$ cat src/rtl/pipe_cla_pkg.sv
// Shared constants and helpers for the pipelined carry-lookahead adder.
// Holds the default group width, the add/subtract op encoding and the stage-count function.
package pipe_cla_pkg;

    localparam int   BLOCK_DEFAULT = 4;

    localparam logic OP_ADD = 1'b0;
    localparam logic OP_SUB = 1'b1;

    function automatic int calc_nstg(input int width, input int block);
        return (block > 0) ? (width / block) : 1;
    endfunction

endpackage

$ cat src/rtl/pipe_cla_adder_cla_group.sv
// cla_group: combinational BLOCK-bit carry-lookahead group with group propagate/generate.
// Purely combinational; the enclosing pipeline registers its outputs.
module cla_group #(
    parameter int BLOCK = 4
) (
    input  logic [BLOCK-1:0] a,
    input  logic [BLOCK-1:0] b,
    input  logic             cin,
    output logic [BLOCK-1:0] sum,
    output logic             cout,
    output logic             p,
    output logic             g
);

    logic [BLOCK-1:0] gi;
    logic [BLOCK-1:0] pi;
    logic [BLOCK-1:0] c;

    always_comb begin
        gi   = a & b;
        pi   = a ^ b;
        c    = '0;
        c[0] = cin;
        for (int i = 0; i < BLOCK - 1; i++) begin
            c[i+1] = gi[i] | (pi[i] & c[i]);
        end
        sum = pi ^ c;
        // group generate folds from LSB upward so higher bits dominate
        p = &pi;
        g = 1'b0;
        for (int i = 0; i < BLOCK; i++) begin
            g = gi[i] | (pi[i] & g);
        end
        cout = g | (p & cin);
    end

endmodule

$ cat src/rtl/pipe_cla_adder.sv
// pipe_cla_adder: pipelined CLA adder/subtractor, one BLOCK-bit lookahead group per stage.
// Define PIPE_CLA_OVF_EN to add the out_ovf signed-overflow output.
module pipe_cla_adder
    import pipe_cla_pkg::*;
#(
    parameter int WIDTH = 16,
    parameter int BLOCK = BLOCK_DEFAULT
) (
    input  logic             clk,
    input  logic             rst,
    input  logic             in_valid,
    output logic             in_ready,
    input  logic [WIDTH-1:0] in_a,
    input  logic [WIDTH-1:0] in_b,
    input  logic             in_cin,
    input  logic             in_sub,
    output logic             out_valid,
    input  logic             out_ready,
    output logic [WIDTH-1:0] out_sum,
`ifdef PIPE_CLA_OVF_EN
    output logic             out_cout,
    output logic             out_ovf
`else
    output logic             out_cout
`endif
);

    localparam int NSTG = calc_nstg(WIDTH, BLOCK);
    localparam int BTOT = BLOCK * NSTG * (NSTG + 1) / 2;

    if (BLOCK < 1 || BLOCK > 8 || (WIDTH % BLOCK) != 0) begin : g_bad_param
        $error("pipe_cla_adder: BLOCK must be 1..8 and WIDTH a multiple of BLOCK");
    end

    // Pending B bits shrink by one group per stage, so they live in one packed triangle.
    function automatic int b_off(input int k);
        return BLOCK * (k * NSTG - (k * (k - 1)) / 2);
    endfunction

    logic                       adv;
    logic [NSTG:0][WIDTH-1:0]   x_q, x_d;
    logic [BTOT-1:0]            b_q, b_d;
    logic [NSTG:0]              c_q, c_d;
    logic [NSTG:0]              v_q, v_d;
    logic [WIDTH-1:0]           b_eff;
    logic                       c_eff;

    assign adv       = ~v_q[NSTG] | out_ready;
    assign in_ready  = adv;
    assign out_valid = v_q[NSTG];
    assign out_sum   = x_q[NSTG];
    assign out_cout  = c_q[NSTG];

    always_comb begin
        b_eff = in_b;
        c_eff = in_cin;
        case (in_sub)
            OP_ADD: begin
                b_eff = in_b;
                c_eff = in_cin;
            end
            OP_SUB: begin
                b_eff = ~in_b;
                c_eff = ~in_cin;
            end
        endcase
    end

    assign x_d[0]          = in_a;
    assign b_d[WIDTH-1:0]  = b_eff;
    assign c_d[0]          = c_eff;
    assign v_d             = {v_q[NSTG-1:0], in_valid};

`ifdef PIPE_CLA_OVF_EN
    logic ovf_d, ovf_q;
    assign out_ovf = ovf_q;
`endif

    // x rotates right by one group per stage: pending A bits low, finished sum bits high.
    for (genvar k = 1; k <= NSTG; k++) begin : g_stg
        localparam int BP = b_off(k - 1);
        logic [BLOCK-1:0] grp_sum;
        logic             grp_cout, grp_p, grp_g;

        cla_group #(.BLOCK(BLOCK)) u_grp (
            .a    (x_q[k-1][BLOCK-1:0]),
            .b    (b_q[BP +: BLOCK]),
            .cin  (c_q[k-1]),
            .sum  (grp_sum),
            .cout (grp_cout),
            .p    (grp_p),
            .g    (grp_g)
        );

        if (BLOCK == WIDTH) begin : g_one
            assign x_d[k] = grp_sum;
        end else begin : g_rot
            assign x_d[k] = {grp_sum, x_q[k-1][WIDTH-1:BLOCK]};
        end

        assign c_d[k] = grp_cout;

        if (k < NSTG) begin : g_bpass
            localparam int BW = (NSTG - k) * BLOCK;
            assign b_d[b_off(k) +: BW] = b_q[BP + BLOCK +: BW];
        end

        always_comb begin
            if (!rst) assert (grp_cout == (grp_g | (grp_p & c_q[k-1])));
        end

`ifdef PIPE_CLA_OVF_EN
        if (k == NSTG) begin : g_ovf
            assign ovf_d = x_q[k-1][BLOCK-1] ^ b_q[BP + BLOCK - 1] ^ grp_sum[BLOCK-1] ^ grp_cout;
        end
`endif
    end

    always_ff @(posedge clk) begin
        if (rst) begin
            v_q <= '0;
            x_q <= '0;
            b_q <= '0;
            c_q <= '0;
        end else if (adv) begin
            v_q <= v_d;
            x_q <= x_d;
            b_q <= b_d;
            c_q <= c_d;
        end
    end

`ifdef PIPE_CLA_OVF_EN
    always_ff @(posedge clk) begin
        if (rst) begin
            ovf_q <= 1'b0;
        end else if (adv) begin
            ovf_q <= ovf_d;
        end
    end
`endif

endmodule

$ cat config.mk
export PLATFORM = sky130hd
export DESIGN_NAME = pipe_cla_adder
export DESIGN_NICKNAME = d
export VERILOG_FILES = /design/src/rtl/pipe_cla_pkg.sv /design/src/rtl/pipe_cla_adder_cla_group.sv /design/src/rtl/pipe_cla_adder.sv
export SDC_FILE = /design/constraint.sdc
export NUM_CORES = 1
export LEC_CHECK = 0
export CORE_AREA = 2 2 131 133
export DETAILED_ROUTE_END_ITERATION = 10
export DIE_AREA = 0 0 133 135
export DONT_BUFFER_PORTS = 1
export GPL_ROUTABILITY_DRIVEN = 0
export PLACE_DENSITY = 0.48
export SYNTH_ARGS = -nofsm -noshare
export SYNTH_HDL_FRONTEND = slang
export SYNTH_HIERARCHICAL = 1
export SYNTH_SLANG_ARGS = --single-unit
$ cat constraint.sdc
create_clock -name clk -period 4.4 [get_ports clk]
set_clock_uncertainty 0.05 [all_clocks]
set_input_delay 0.88 -clock clk [delete_from_list [all_inputs] [get_ports clk]]
set_output_delay 0.88 -clock clk [all_outputs]
set_load 0.02 [all_outputs]
# Word level (Yosys, flattened, before mapping)
# Cells that the tools add are included.
# totals
ff_bits	130
in_bits	38
out_inout_bits	19
wordCells	87
# classes
n_mux	2
bitwise_logic	73
n_reduce_logical	4
# ops
op	count
one-hot mux 16 bit (2 select lines)	1
bitwise XOR 4 bit	8
OR 1 bit	29
bitwise AND 1 bit	28
bitwise AND 4 bit	4
NOT 16 bit	1
AND reduction 4 bit	4
NOT 1 bit	3
one-hot mux 1 bit (2 select lines)	1

# Longest topological paths before layout
# Gate-level depths: netlist (run 1).
# logic_depth
ltp_word	8
mapped_depth	8
mapped_depth_nobuf	8

# Modules after synthesis
# The synthesis (run 1) kept the hierarchy.
# by_module_without_submodules
module	n_inst	cells_each	area_per_inst_um2	seq_area_each_um2
pipe_cla_adder	1	582	4911.0	2602.5
cla_group	4	20	187.7	0.0

# Worst setup path before layout (run 1)
# No wires, ideal clock.
# synth_timing
kind	input port to output port
from	input out_ready
to	output in_ready
arrival_ns	1.395
required_time_ns	3.470
slack_ns	2.075
path_stages	5
n_path_buf	3
cell_sequence	nor2b_4 -> buf_6 -> inv_4 -> buf_6 -> buf_6
# synth_between
elab_chain_cells	1
# synth_lines
item	line	source
from (decl)	pipe_cla_adder.sv:18	input logic out_ready,
OR 1 bit	pipe_cla_adder.sv:48	assign adv = ~v_q[NSTG] | out_ready;
to (decl)	pipe_cla_adder.sv:12	output logic in_ready,
# No other way between the ends.

# Final worst setup path (run 1)
# layout_timing
from	register v_q[4]
to	output in_ready
# layout_between
elab_chain_cells	2
# layout_lines
item	line	source
from (decl)	pipe_cla_adder.sv:44	logic [NSTG:0] v_q, v_d;
from (signal assigned)	pipe_cla_adder.sv:126	v_q <= v_d;
NOT 1 bit	pipe_cla_adder.sv:48	
OR 1 bit	pipe_cla_adder.sv:48	
# No other way between the ends.

==> summary.md, run 1 <==
| Metric | Value |
|---|---|
| Post-DP HPWL | about 6600 microns |
| Max Transition Viols Final | 0 |
| Tmin final | 2.49 ns |
| Die width | between 100 and 150 microns |
| Setup ws final | about 1.9 ns |
| Period utilization | between 50% and 60% |
| Worst IR Drop VDD | 0.253 mV |
| PortBufs | 0 |
| Critical path class | flop to output pin |
| Placement Setup Slack | about 1.9 ns |
| GRT overflow | 0 |
| Cts repair resizes | 0 |
| Vias in the first global route | 3,791 |
| CTS Hold Bufs | 0 |
| TritonCTS clock tree | yes |
| Non-filler cells, final | between 800 and 900 |
| Share of cells above drive strength 1 | approximately 10% |
| Routed WL | about 11,000 microns |
| Clock power share | about half |
| Post-CTS Repair Setup Buffers | 0 |
| Dpl cells | just over 800 |
| Syn Area/Cell | ~8.6 sq um |
| Sw power | 617 uW |
| Setup_tns | 0 ns |
| Final Hold Viols | 0 |
| MaxCap Viol Count | 0 |
| Clock net sink count | 130 |
| DRT Pass-1 Iters | 4 |
| Mapped Cells | 654 |
| Largest net degree at the start of global routing | around 130 |
| Area growth from synthesis to layout | 8.58% |
| CTS Buffer Depth | 2 |
| Pwr dens | approximately 470 mW/mm^2 |
| DIE HEIGHT | about 140 microns |
| Number of CTS-inserted buffers | 17 |
| Starting DRC count in detailed routing | roughly 250 |
| WL/cell | about 13 microns |
| Die ar. | between 0.015 and 0.02 sq mm |
| Status | complete, no violations |
| Hold Crit Class | flop to flop |
| Total core area | between 0.015 and 0.02 sq mm |
| Routed vias | around 3,900 |
| Initial antenna violation count | 0 |
| Synthesized area | around 0.0056 sq mm |
| Switching Share | a little over a fifth |
| Reg2Reg Launch Point | v_q[4] |
| Post-DRT Antenna Nets | 0 |
| Critical Path Start | v_q[4] |
| Worst Setup End Kind | output pin |
| Placed Area | approximately 0.0055 sq mm |
| Sequential power share | approximately 44% |
| First-pass GRT wire length | approximately 18,000 microns |
| Layout Cell Area excl Fill | 0.00611 sq mm |
| Clock Root Buffer | clkbuf_16 |
| Io pins | between 50 and 60 |
| GRT Util Overall | 12.8% |
| Int Pwr | between 2 and 2.5 mW |
| Worst slew pin tran | 1.15 ns |
| Total power | 2.90 mW |
| Critical Path Fanout Max | 76 |
| Pleak | between 2 and 2.5 nW |
| Row Count | 47 |
| Max Fclk | approximately 0.40 GHz |
| Startpoint types | flop |
| HP Start | c_q[1] |
| Starting Density | roughly 34% |
| RSZ-0062 raised after global routing | no |
| Combinational Power Share | 4.5% |
| Critical path data arrival time | between 1.5 and 2 ns |
| Synth warn | 6 |
| Nets | just under 700 |
| Worst path required time | approximately 3.5 ns |
| Slew HR | between 20% and 30% |
| Via/cell ratio | 4.58 |
| Clock Latency Late Sink | 0.42 ns |
| Syn Nets | a little over 700 |
| Reg clk slew, reported paths | around 0.06 ns |
| Ant diodes | 0 |
| Final setup violation count | 0 |
| H-tree depth | 4 |
| Residual DRC | 0 |
==> sequential cells by signal, summed over array words and instances, names as in the netlist <==
signal and flops:
b_q 40, c_q 5, out_sum 16, v_q 5, x_d 48, x_q 16
==> worst max-delay path: stages (launching register included) <==
cell and delay [ns]:
dfxtp_1 0.38, nor2b_4 0.17, inv_4 0.59
==> worst paths after layout <==
| check | end | slack (ns) | cells after the start |
|---|---|---|---|
| worst max-delay path | in_ready | 1.91 | 2 |
| worst min-delay path | c_q[1] | 0.39 | 2 |
| worst max register to register | b_q[9] | 2.29 | 5 |
| worst min register to register | c_q[1] | 0.39 | 2 |
==> stage by stage <==
stage | hold WS [ns] | util [%]
CTS | 0.397 | 37.2
global placement | 0.384 | 33.4
floorplan | 0.382 | -
detailed placement | 0.389 | 33.4
finish | 0.394 | 37.2
global route | 0.411 | 37.2
==> layout by cell type (no fill, tap or decap), drive strengths merged <==
cell type and instances:
nand4 4, xor2 4, ha 16, nor2 19, o221ai 4, fa 12
nor2b 1, bufinv 4, buf 3, a211oi 17, clkinv 2, inv 24
dfxtp 130, clkbuf 19, xnor2 17, clkinvlp 3, nand2 228, a21oi 120
==> power by group through the flow <==
stage | Clock [mW] | Combinational, mW | Sequential (mW)
final | 1.49 | 0.130 | 1.28
after global routing | 1.59 | 0.152 | 1.28
after CTS | 1.53 | 0.133 | 1.28
after detailed placement | 0 | 0.131 | 1.30
after global placement | 0 | 0.129 | 1.30
after floorplan | 0 | 0.143 | 1.29
==> layout make-up <==
type / count / area (sq um)
clock inverters: 12 / 179
well taps: 220 / 275
repair buffers: 3 / 22.5
fillers: 1687 / 10300
clock buffers: 19 / 453
flip-flops and latches: 130 / 2600
multi-input cells: 442 / 2500
inverters: 21 / 81.3
==> per-layer routing <==
layer	track usage, %	up-vias	wire length (microns)
met1	17.5	1763	5460
met3	3.83	12	513
met5	0	-	0
li1	-	2033	-
met4	6.81	0	206
met2	18.1	71	4440
(Power assumes the default switching activity.)
==> run 2, diff against run 1 <==
==> constraint.sdc (replaced) <==
create_clock -name clk -period 2.3 [get_ports clk]
set_clock_uncertainty 0.05 [all_clocks]
set_input_delay 0.46 -clock clk [delete_from_list [all_inputs] [get_ports clk]]
set_output_delay 0.46 -clock clk [all_outputs]
set_load 0.02 [all_outputs]
==> run 2 against run 1 <==
  * Combinational power increased by 95%
  * Register-to-register slack got worse by 1.9 ns
  * Non-clock buffer count grew 2
  * Wire length rose by 0.70%
  * Worst setup slack worse by 1.5 ns
  * Die area stayed put
  * Sequential power rose by 91%
  * Flip-flop and latch count is the same
  * Via count down 0.39%
  * First-iteration DRC count increased by 31%
  * Global-route usage down 0.050 points
  * Clock power rose by 86%
==> summary.md, run 2 (synthesized netlist as in run 1, its figures left out) <==
| Metric | Value |
|---|---|
| Number of CTS-inserted buffers | 17 (unchanged) |
| Starting Density | 34.3% (unchanged) |
| Dpl cells | 818 (+0.25%) |
| Worst slew pin tran | 0.491 ns (-0.659 ns) |
| CP Buf/Inv Count | 2 (+1) |
| Setup ws final | 0.401 ns (-1.51 ns) |
| Reg clk slew, reported paths | 0.05 ns (about the same) |
| MaxCap Viol Count | 0 (unchanged) |
| WL/cell | 12.6 microns (+0.34%) |
| Worst Setup End Kind | flop |
| Die ar. | 0.0180 sq mm (unchanged) |
| Row Count | 47 (unchanged) |
| Clock Latency Late Sink | 0.42 ns (about the same) |
| Most used cell, CP | fa_1 |
| Met2 WL | 4390 microns (-1.2%) |
| Critical Path Start | c_q[3] |
| Most frequent cells in the layout | nand2_1 (228), dfxtp_1 (130), a21oi_1 (118) |
| Io pins | 57 (unchanged) |
| Register area | 0.00260 sq mm (unchanged) |
| Area growth from synthesis to layout | 9.34% |
| Residual DRC | 0 (unchanged) |
| Register-to-Register Setup Slack | 0.40 ns (-1.89 ns) |
| Worst IR Drop VDD | 0.517 mV (+100%) |
| Placement Setup Slack | 0.394 ns (-1.50 ns) |
| Initial antenna violation count | 0 (unchanged) |
| Critical path data arrival time | 2.20 ns (+0.64 ns) |
| Post-route core utilization | 37.5% (+0.26 points) |
| Max Fclk | approximately 0.53 GHz |
| Vias in the first global route | 3,813 (+0.58%) |
| First-pass GRT wire length | 18,300 microns (-0.67%) |
| Cts repair resizes | 0 (unchanged) |
| Crit path cell chain | inv_1 > fa_1 > inv_1 > fa_1 > fa_1 > xor2_1 > nand2_1 > a21oi_1 |
| Metal3 WL | 581 microns (+13%) |
| Clock Root Buffer | clkbuf_16 |
| TritonCTS clock tree | yes |
| WP depth | 8 (+6) |
| Max FFs per register | 48 (unchanged) |
| DIE HEIGHT | 135 microns (unchanged) |
| Slowest CP cell | fa_1 |
| Max Transition Viols Final | 0 (unchanged) |
| Total core area | 0.0164 sq mm (unchanged) |
| Starting DRC count in detailed routing | 323 (+31%) |
| Layout Cell Area excl Fill | 0.00615 sq mm (+0.70%) |
| CP max stage delay | 0.39 ns (-0.20 ns) |
| Post-DRT Antenna Nets | 0 (unchanged) |
| Reg2Reg Launch Point | c_q[3] |
| Critical path class | flop to flop |
| Post-CTS Repair Setup Buffers | 0 (unchanged) |
| Largest net degree at the start of global routing | 131 (unchanged) |
| Total power | 5.47 mW (+89%) |
| Top Metal Used | met4 |
| Final Hold Viols | 0 (unchanged) |
| GRT Util Overall | 12.7% (-0.050 points) |
| Pleak | 2.38 nW (+1.3%) |
| Die width | 133 microns (unchanged) |
| CTS Buffer Depth | 2 (unchanged) |
| RSZ-0062 raised after global routing | no |
| Final setup violation count | 0 (unchanged) |
| Clock net sink count | 130 (unchanged) |
| Worst path required time | 2.60 ns (-0.87 ns) |
| M1 wire length | 5530 microns (+1.4%) |
| Status | complete, no violations |
| Ant diodes | 0 (unchanged) |
| Pwr dens | 889 mW/mm^2 (+87%) |
| Placed Area | 0.00554 sq mm (+1.2%) |
| Top delay family on crit path | adder cells |
| GRT overflow | 0 (unchanged) |
| Routed WL | 10,700 microns (+0.70%) |
| DRT Pass-1 Iters | 4 (unchanged) |
| Non-filler cells, final | 850 (+0.35%) |
| Min-Delay Path Depth | 1 (-1) |
| Setup_tns | 0 ns (unchanged) |
| Period utilization | around 83% |
| Startpoint types | flop |
| Layout fillers | 1,692 (+0.30%) |
| Slew HR | 67.3% (+44 points) |
| CTS Hold Bufs | 0 (unchanged) |
| Critical Path Fanout Max | 2 (-97%) |
| Hold Crit Class | input pin to flop |
| PortBufs | 0 (unchanged) |
| HP Start | rst |
| Nets | 683 (+0.29%) |
| Worst Reg-to-Reg Cells | 8 (+3) |
| H-tree depth | 4 (unchanged) |
| Share of cells above drive strength 1 | 10.2% (+0.11 points) |
| Most common cell after layout, fill and taps aside | nand2_1 |
| Hold Slack | 0.0560 ns (-0.338 ns) |
| Post-DP HPWL | 6540 microns (-0.20%) |
| Area of the multi-input gates | 0.00250 sq mm (unchanged) |
| Tmin final | between 1.5 and 2 ns |
| Routed vias | 3,864 (-0.39%) |
| Via/cell ratio | 4.55 (-0.74%) |
## run 2: final timing paths
path	endpoint
setup / recovery	out_sum[15]
hold / removal	b_q[6]
setup reg to reg	out_sum[15]
hold reg to reg	v_q[0]
## run 2: area by class of cell
class / instances / share of cell area, %
Sequential cell: 130 / 42.3
Multi-Input combinational cell: 442 / 40.6
Clock buffer: 20 / 7.26
Tap cell: 220 / 4.47
Clock inverter: 12 / 2.64
Timing Repair Buffer: 5 / 1.42
Inverter: 21 / 1.32
## run 2: power by group
group,switching (mW),leakage (nW),internal (mW)
Sequential,0.0757,1.07,2.37
Combinational,0.129,1.01,0.124
Clock,0.946,0.303,1.82
## run 2: per-layer routing
| metal | GRT usage, % | up-vias |
|---|---|---|
| li1 | - | 2038 |
| met2 | 17.9 | 69 |
| met1 | 17.2 | 1742 |
| met5 | 0 | - |
| met3 | 4.35 | 15 |
| met4 | 6.81 | 0 |
==> run 3, diff against run 2 <==
==> constraint.sdc (replaced) <==
create_clock -name clk -period 1.8 [get_ports clk]
set_clock_uncertainty 0.05 [all_clocks]
set_input_delay 0.36 -clock clk [delete_from_list [all_inputs] [get_ports clk]]
set_output_delay 0.36 -clock clk [all_outputs]
set_load 0.02 [all_outputs]
==> run 3 against run 2 <==
  * The run now ends with hold timing left
  * Flip-flop and latch count unchanged
  * Worst setup slack got worse by 0.36 ns
  * Final cell count increased by 3.5%
==> summary.md, run 3 (synthesized netlist as in run 1, its figures left out) <==
| Metric | Value |
|---|---|
| Worst Setup End Kind | flop |
| Final Hold Viols | 23 (+23) |
| Layout fillers | 1,689 (-0.18%) |
| Largest net degree at the start of global routing | 131 (unchanged) |
| Routed WL | 11,400 microns (+6.3%) |
| Nets | 714 (+4.5%) |
| Worst slew pin tran | 0.407 ns (-0.0839 ns) |
| Setup_tns | 0 ns (unchanged) |
| Post-DRT Antenna Nets | 0 (unchanged) |
| Vias in the first global route | 3,808 (-0.13%) |
| First-pass GRT wire length | 18,600 microns (+1.7%) |
| Initial antenna violation count | 0 (unchanged) |
| RSZ-0062 raised after global routing | yes |
| TritonCTS clock tree | yes |
| Post-route core utilization | 39.4% (+1.9 points) |
| WL/cell | 12.9 microns (+2.7%) |
| Most used cell, CP | fa_2 |
| Residual DRC | 0 (unchanged) |
| MaxCap Viol Count | 0 (unchanged) |
| Max FFs per register | 48 (unchanged) |
| Starting Density | 34.3% (unchanged) |
| Clock Root Buffer | clkbuf_16 |
| Period utilization | 97.7% (+15 points) |
| Final setup violation count | 0 (unchanged) |
| GRT overflow | 0 (unchanged) |
| Pleak | 2.52 nW (+5.9%) |
| End point of the critical path | out_sum[15] |
| Hold Slack | -0.0331 ns (-0.0891 ns) |
| Io pins | 57 (unchanged) |
| Routed vias | 4,010 (+3.8%) |
| Slowest CP cell | fa_2 |
| Die ar. | 0.0180 sq mm (unchanged) |
| Worst IR Drop VDD | 0.579 mV (+12%) |
| Int Pwr | 5.37 mW (+24%) |
| CTS Buffer Depth | 2 (unchanged) |
| Die width | 133 microns (unchanged) |
| PortBufs | 0 (unchanged) |
| DRT Pass-1 Iters | 5 (+1) |
| Hold Crit Class | input pin to flop |
| Area growth from synthesis to layout | 14.9% |
| Clock power share | 48.5% (-2.2 points) |
| H-tree depth | 4 (unchanged) |
| GRT Util Overall | 12.8% (+0.045 points) |
| Critical path data arrival time | 2.05 ns (-0.15 ns) |
| CTS Hold Bufs | 14 (+14) |
| Register-to-Register Setup Slack | 0.04 ns (-0.36 ns) |
| Clock net sink count | 130 (unchanged) |
| Worst path required time | 2.09 ns (-0.51 ns) |
| CP max stage delay | 0.35 ns (-0.04 ns) |
| Crit path cell chain | inv_2 > fa_2 > inv_1 > fa_2 > fa_2 > xor2_1 > nand2_1 > a21oi_1 |
| Max Fclk | 0.569 GHz (+8.0%) |
| Sw power | 1.44 mW (+25%) |
| Reg clk slew, reported paths | 0.05 ns (about the same) |
| DIE HEIGHT | 135 microns (unchanged) |
| Tmin final | 1.76 ns (-0.140 ns) |
| Non-filler cells, final | 880 (+3.5%) |
| Switching Share | 21.2% (+0.12 points) |
| Status | finished with violations |
| Startpoint types | flop |
| Most frequent cells in the layout | nand2_1 (227), dfxtp_1 (125), a21oi_1 (113) |
| Sequential power share | 45.9% (+1.2 points) |
| Via/cell ratio | 4.56 (+0.24%) |
| Clock Latency Late Sink | 0.41 ns (about the same) |
| Max Transition Viols Final | 0 (unchanged) |
| Dpl cells | 832 (+1.7%) |
| Critical Path Start | x_q[48] |
| Ant diodes | 0 (unchanged) |
| Share of cells above drive strength 1 | 17.6% (+7.4 points) |
| Slew HR | 72.9% (+5.6 points) |
| Reg2reg end | out_sum[15] |
| Min-Delay Path Depth | 1 (unchanged) |
| Critical path class | flop to flop |
| Pwr dens | 1050 mW/mm^2 (+19%) |
| Total core area | 0.0164 sq mm (unchanged) |
| Violated checks | hold timing |
| Critical Path Fanout Max | 2 (unchanged) |
| Combinational Power Share | 5.6% (+1.0 points) |
| Most common cell after layout, fill and taps aside | nand2_1 |
| Worst Reg-to-Reg Cells | 8 (unchanged) |
| Reg2Reg Launch Point | x_q[48] |
| Starting DRC count in detailed routing | 271 (-16%) |
| Post-DP HPWL | 6700 microns (+2.5%) |
| Row Count | 47 (unchanged) |
| Number of CTS-inserted buffers | 17 (unchanged) |
-- run 3: cell count changes in the layout (fill, tap and decap cells not counted), sizes merged --
cell,delta
clkbuf,+8
buf,+16
clkinvlp,-1
bufinv,-3
clkinv,-4
dlygate4sd3,+14
-- run 3: through the flow --
| step | setup WS (ns) | total power [mW] | area (sq um) | hold slack, ns |
|---|---|---|---|---|
| after floorplan | 0.0376 | 3.50 | 5630 | 0.382 |
| after global placement | 0.0108 | 3.51 | 5650 | 0.385 |
| after global routing | -0.0564 | 7.10 | 6460 | -0.0615 |
| after detailed placement | -0.0434 | 3.52 | 5650 | 0.389 |
| after CTS | 0.000753 | 6.91 | 6380 | -0.0579 |
| final | 0.0413 | 6.81 | 6460 | -0.0331 |
-- run 3: power by group through the flow --
stage	clock network, mW	logic [mW]	registers, mW
global route	3.52	0.438	3.14
finish	3.31	0.381	3.12
floorplan	0	0.348	3.15
detailed placement	0	0.342	3.18
global placement	0	0.335	3.18
CTS	3.42	0.373	3.12
-- run 3: what timing repair did --
action                     CTS  global route
buffers inserted             0             2
cloned                       0             1
gates resized for setup      5            32
hold endpoints to repair   130           116
pin swaps                    0             6
setup endpoints to repair    3            20
-- run 3: final cells by class --
| type | count | area (sq um) | area share [%] |
|---|---|---|---|
| Timing Repair Buffer | 36 | 373 | 5.77 |
| Tap cell | 220 | 275 | 4.26 |
| Clock inverter | 4 | 45.0 | 0.697 |
| Clock buffer | 27 | 533 | 8.25 |
| Inverter | 21 | 81.3 | 1.26 |
| Sequential cell | 130 | 2610 | 40.4 |
| Multi-Input combinational cell | 442 | 2550 | 39.4 |
-- run 3: worst min path at each step --
| stage | endpoint | startpoint | slack, ns |
|---|---|---|---|
| 2_1_floorplan | c_q[1] | c_q[1] | 0.38 |
| 3_3_place_gp | v_q[1] | v_q[0] | 0.39 |
| 3_5_place_dp | x_d[18] | x_d[18] | 0.39 |
| 4_1_cts | b_q[10] | rst | -0.06 |
| 5_1_grt | x_d[19] | rst | -0.06 |
| 6_report | b_q[9] | rst | -0.03 |
-- run 3: routing by layer --
| metal | global-route usage, % | share of wire, % | up-vias |
|---|---|---|---|
| met5 | 0 | 0 | - |
| met4 | 5.73 | 1.3 | 0 |
| met3 | 4.02 | 5.0 | 14 |
| met2 | 18.1 | 41 | 76 |
| met1 | 17.8 | 52 | 1827 |
| li1 | - | - | 2093 |
-- run 3: critical path: cells and delay by family (launching register included) --
kind,cells,cell delay (ns)
adders and majority gates,3,0.88
DFF,1,0.31
xor gates and xnor gates,1,0.15
AOI/OAI and AO/OA,1,0.13
buffers and inverters,2,0.11
and+or+nand+nor,1,0.06
